$ cat src/rtl/mem_responder.sv
// ============================================================================
// mem_responder : handshaked multi-cycle data memory for the MEM-stage port
// Optional fault detection enabled by defining MEM_RESPONDER_ERR_EN.
// Revision      : 1.0
// ============================================================================
`default_nettype none

module mem_responder #(
   parameter int DEPTH_WORDS = 64,
   parameter int WAIT_CYCLES = 2
) (
   input  logic        clk,
   input  logic        rst_n,
   input  logic        memreads,
   input  logic        memwrites,
   input  logic [31:0] dir,
   input  logic [31:0] datain,
   output logic [31:0] dataout,
   output logic        ready,
   output logic        stall,
   output logic        err
);

   localparam int AW = $clog2(DEPTH_WORDS);
   localparam logic [3:0] CNT_INIT = (WAIT_CYCLES == 0) ? 4'd0 : 4'(WAIT_CYCLES - 1);

   typedef enum logic [1:0] {
      S_IDLE = 2'd0,
      S_WAIT = 2'd1,
      S_RESP = 2'd2
   } state_t;

   state_t          state_q, state_d;
   logic [3:0]      cnt_q, cnt_d;
   logic            wr_q, wr_d;
   logic            fault_q, fault_d;
   logic [AW-1:0]   idx_q, idx_d;
   logic [31:0]     wdata_q, wdata_d;
   logic [31:0]     dataout_q, dataout_d;
   logic            commit;
   logic            mem_we;
   logic            req;
   logic            req_fault;

   logic [31:0]     mem [DEPTH_WORDS];

   assign req = memreads | memwrites;

`ifdef MEM_RESPONDER_ERR_EN
   assign req_fault = (dir[1:0] != 2'b00) | (dir[31:AW+2] != '0) | (memreads & memwrites);
`else
   logic unused_dir;
   assign unused_dir = ^{dir[31:AW+2], dir[1:0]};
   assign req_fault  = 1'b0;
`endif

   always_comb begin
      state_d = state_q;
      cnt_d   = cnt_q;
      wr_d    = wr_q;
      fault_d = fault_q;
      idx_d   = idx_q;
      wdata_d = wdata_q;
      case (state_q)
         S_IDLE: begin
            if (req) begin
               wr_d    = memwrites;
               fault_d = req_fault;
               idx_d   = dir[2 +: AW];
               wdata_d = datain;
               cnt_d   = CNT_INIT;
               state_d = (WAIT_CYCLES == 0) ? S_RESP : S_WAIT;
            end
         end
         S_WAIT: begin
            if (cnt_q == 4'd0) begin
               state_d = S_RESP;
            end else begin
               cnt_d = cnt_q - 4'd1;
            end
         end
         S_RESP:  state_d = S_IDLE;
         default: state_d = S_IDLE;
      endcase

      // The _d copies are valid on the entering edge even with zero wait states.
      commit    = (state_d == S_RESP) && (state_q != S_RESP);
      mem_we    = commit & wr_d & ~fault_d;
      dataout_d = dataout_q;
      if (commit) begin
         if (fault_d) begin
            dataout_d = 32'd0;
         end else if (!wr_d) begin
            dataout_d = mem[idx_d];
         end
      end
   end

   always_ff @(posedge clk) begin
      if (!rst_n) begin
         state_q   <= S_IDLE;
         cnt_q     <= 4'd0;
         wr_q      <= 1'b0;
         fault_q   <= 1'b0;
         idx_q     <= '0;
         wdata_q   <= 32'd0;
         dataout_q <= 32'd0;
      end else begin
         state_q   <= state_d;
         cnt_q     <= cnt_d;
         wr_q      <= wr_d;
         fault_q   <= fault_d;
         idx_q     <= idx_d;
         wdata_q   <= wdata_d;
         dataout_q <= dataout_d;
      end
   end

   always_ff @(posedge clk) begin
      if (rst_n && mem_we) begin
         mem[idx_d] <= wdata_d;
      end
   end

   assign dataout = dataout_q;
   assign ready   = (state_q == S_RESP);
   assign err     = (state_q == S_RESP) & fault_q;
   assign stall   = ((state_q == S_IDLE) & req) | (state_q == S_WAIT);

endmodule

`default_nettype wire

$ cat config.mk
export PLATFORM = sky130hd
export DESIGN_NAME = mem_responder
export DESIGN_NICKNAME = d
export VERILOG_FILES = /design/src/rtl/mem_responder.sv
export SDC_FILE = /design/constraint.sdc
export NUM_CORES = 2
export LEC_CHECK = 0
export ABC_AREA = 1
export CAP_MARGIN = 15
export CORE_MARGIN = 1.5
export CORE_UTILIZATION = 34
export DETAILED_ROUTE_END_ITERATION = 6
export PLACE_DENSITY = 0.59
export SYNTH_ARGS = -nofsm -noshare
export SYNTH_HDL_FRONTEND = slang
export SYNTH_SLANG_ARGS = --single-unit
$ cat constraint.sdc
create_clock -name clk -period 6.3 [get_ports clk]
set_input_delay 1.575 -clock clk [delete_from_list [all_inputs] [get_ports clk]]
set_output_delay 1.575 -clock clk [all_outputs]
set_load 0.01 [all_outputs]
==> load_flow_metrics.sql <==
INSERT INTO impl_metrics (metric_group, metric, value, unit) VALUES
('run_status', 'status', 'finished clean', ''),
('grt', 'globalRoute.busiestLayer', 'met2', ''),
('sta', 'timing_hold_violations_final', '0', ''),
('setup_path', 'start_point_of_the_critical_path', 'memwrites', ''),
('placement', 'dpl-instance-area', '97800', 'um^2'),
('floorplan', 'top_level_port_count', '103', ''),
('worst_hold_path', 'min_path_cells', '2', ''),
('cts', 'clock_insertion_delay_worst_skew', '0.89', 'ns'),
('grt', 'met1_grt_util', '25.8', '%'),
('flow_run', 'maxCapViolCount', '0', ''),
('sta', 'clock_skew', '0.0750', 'ns'),
('power', 'share_comb_of_total_power', '21.5', '%'),
('cts', 'clock-root-buffer', 'clkbuf_16', ''),
('yosys', 'ys_top_cells_by_area', 'edfxtp_1, nand2_1, nand3_1', ''),
('cts', 'cts_tree', 'yes', ''),
('grt', 'groute.layer.met3.usage', '2.93', '%'),
('cts', 'cts_htree_levels', '4', ''),
('sta', 'setup_slack', '0.986', 'ns'),
('cts', 'numClockSinks', '2126', ''),
('power', 'pleak', '42.3', 'nW'),
('power', 'sequentialPowerShare', '44.9', '%'),
('yosys', 'yosysSeqAreaShare', '70.4', '%'),
('yosys', 'nets_in_the_synthesized_netlist', '8729', ''),
('route', 'drt_first_iter_violations', '6737', ''),
('sta', 'timing.max_slew.rel_slack', '36.0', '%'),
('sta', 'worst_pin_slew', '0.960', 'ns'),
('cts', 'cts_max_path_buffers', '3', ''),
('floorplan', 'die_area', '267000', 'um^2'),
('setup_path', 'r2r_slack', '1.92', 'ns'),
('yosys', 'synth.largest_area_cell', 'edfxtp_1', ''),
('yosys', 'syn-cell-area', '89600', 'um^2'),
('floorplan', 'std_cell_rows', '188', ''),
('floorplan', 'fp.dieH', '516', 'um'),
('power', 'internal_power', '25.3', 'mW'),
('yosys', 'syn_area_per_cell', '10.4', 'um^2'),
('setup_path', 'path_max_fanout', '33', ''),
('cells_and_area', 'layout_common_cells', 'nand2_1, edfxtp_1, inv_1, nand3_1, clkbuf_16', ''),
('setup_path', 'worstRegToRegCells', '10', ''),
('worst_hold_path', 'hold_path_class', 'reg -> reg', ''),
('cells_and_area', 'finalNetCount', '8879', ''),
('route', 'detail_route.drc_violations', '0', ''),
('cells_and_area', 'layout.cells.most_common', 'nand2_1', ''),
('yosys', 'synth_cell_type_count', '30', ''),
('grt', 'antenna_violations_before_repair', '13', ''),
('setup_path', 'worstSetupStartpointType', 'input pin', ''),
('cts', 'tritoncts.num_buffers', '209', ''),
('cells_and_area', 'drive_gt1_share', '8.53', '%'),
('sta', 'finalSetupTns', '0', 'ns'),
('floorplan', 'start_util', '34.2', '%'),
('setup_path', 'setup.worst_path.end_class', 'output port', ''),
('cts', 'cts_hold_buffers', '0', ''),
('placement', 'dp_slack', '0.364', 'ns'),
('power', 'max-vdd-ir-drop', '0.380', 'mV'),
('cells_and_area', 'area_overhead_vs_synth', '16.7', '%'),
('sta', 'maxSlewViolCount', '0', ''),
('placement', 'port_buffers', '76', ''),
('sta', 'fin_crit_sh', '84.3', '%'),
('route', 'vias_per_cell', '4.87', ''),
('grt', 'grt_max_degree', '148', ''),
('sta', 'max_freq', '188', 'MHz'),
('placement', 'numPlacedInstances', '12113', ''),
('yosys', 'synth_cells', '8659', ''),
('route', 'drtPass1Iterations', '6', ''),
('floorplan', 'core_area', '262000', 'um^2'),
('setup_path', 'critical_path_arrival', '3.74', 'ns'),
('setup_path', 'critical_path_required', '4.72', 'ns'),
('sta', 'time_the_worst_path_needs_with_i_o_delays_and_setup', '5.31', 'ns'),
('sta', 'rsz_0062_raised_after_global_routing', 'false', ''),
('route', 'routed_wl', '272000', 'um'),
('cells_and_area', 'post_layout_nonfiller_instances', '12510', ''),
('grt', 'first_global_vias', '57587', '');
layer usage:
layer | up-vias | share of wire [%]
met5 | - | 0
met3 | 483 | 7.2
met2 | 2325 | 47
met4 | 0 | 5.7
met1 | 29630 | 40
li1 | 28424 | -
stage by stage:
stage                     util (%)  total power, mW
after CTS                     39.9             36.9
after floorplan                  -             20.9
after detailed placement      37.3             24.6
final                         39.9             36.8
after global placement        37.3             24.6
after global routing          39.9             38.0
power by group through the flow:
stage	combinational [mW]	clock, mW	sequential, mW
after floorplan	4.12	0	16.8
after global placement	7.75	0	16.8
after detailed placement	7.84	0	16.8
after CTS	7.86	12.5	16.5
after global routing	8.49	13.0	16.5
final	7.90	12.4	16.5
flip-flops by register name (all words and copies together) (netlist names):
| name | count |
|---|---|
| wr_q | 1 |
| fault_q | 1 |
| mem | 2048 |
| wdata_q | 32 |
| cnt_q | 4 |
| state_q | 2 |
| dataout | 32 |
| idx_q | 6 |
worst max-delay path, cell delays in order:
cell and delay [ns]:
clkdlybuf4s50_1 0.49, inv_1 0.05, nand2_1 0.20, nand2_2 0.37, buf_4 0.37, nand2_1 0.10, clkdlybuf4s50_1 0.57
cells by family (layout without fill, tap and decap cells):
kind of cell             Yosys count  in the layout  share of synthesized area, %
other                              0              4                             0
adder cells (fa/ha/maj)            2              2                        0.0279
flip-flops                      2126           2126                          70.4
AO/OA/AOI/OAI                    290            290                          1.63
AND/OR/NAND/NOR                 4854           4854                          21.9
buffers and inverters           1387           1719                          6.13
cells in the mapped netlist, drive strengths merged:
library cell / number
clkbuf: 213
nor2: 210
nand2: 3777
o21ai: 203
nand3: 733
or2: 32
a22o: 1
clkinv: 1
buf: 227
and2: 3
edfxtp: 2048
nand3b: 72
dfxtp: 78
a21oi: 85
nand4: 18
nor3: 9
o22ai: 1
ha: 2
inv: 946
area by class of cell:
class | instances | area, um^2
clock inverter | 127 | 1250
timing repair buffer | 379 | 5090
inverter | 947 | 3550
multi-input combinational | 5146 | 21700
fill | 24725 | 158000
sequential | 2126 | 63100
tap | 3515 | 4400
clock buffer | 266 | 5530
antenna | 4 | 10.0
final timing paths:
kind                 endpoint
setup / recovery        stall
hold / removal     dataout[4]
setup reg to reg  mem[57][27]
hold reg to reg    dataout[4]
No activity file was read; power rests on OpenSTA's default activity.
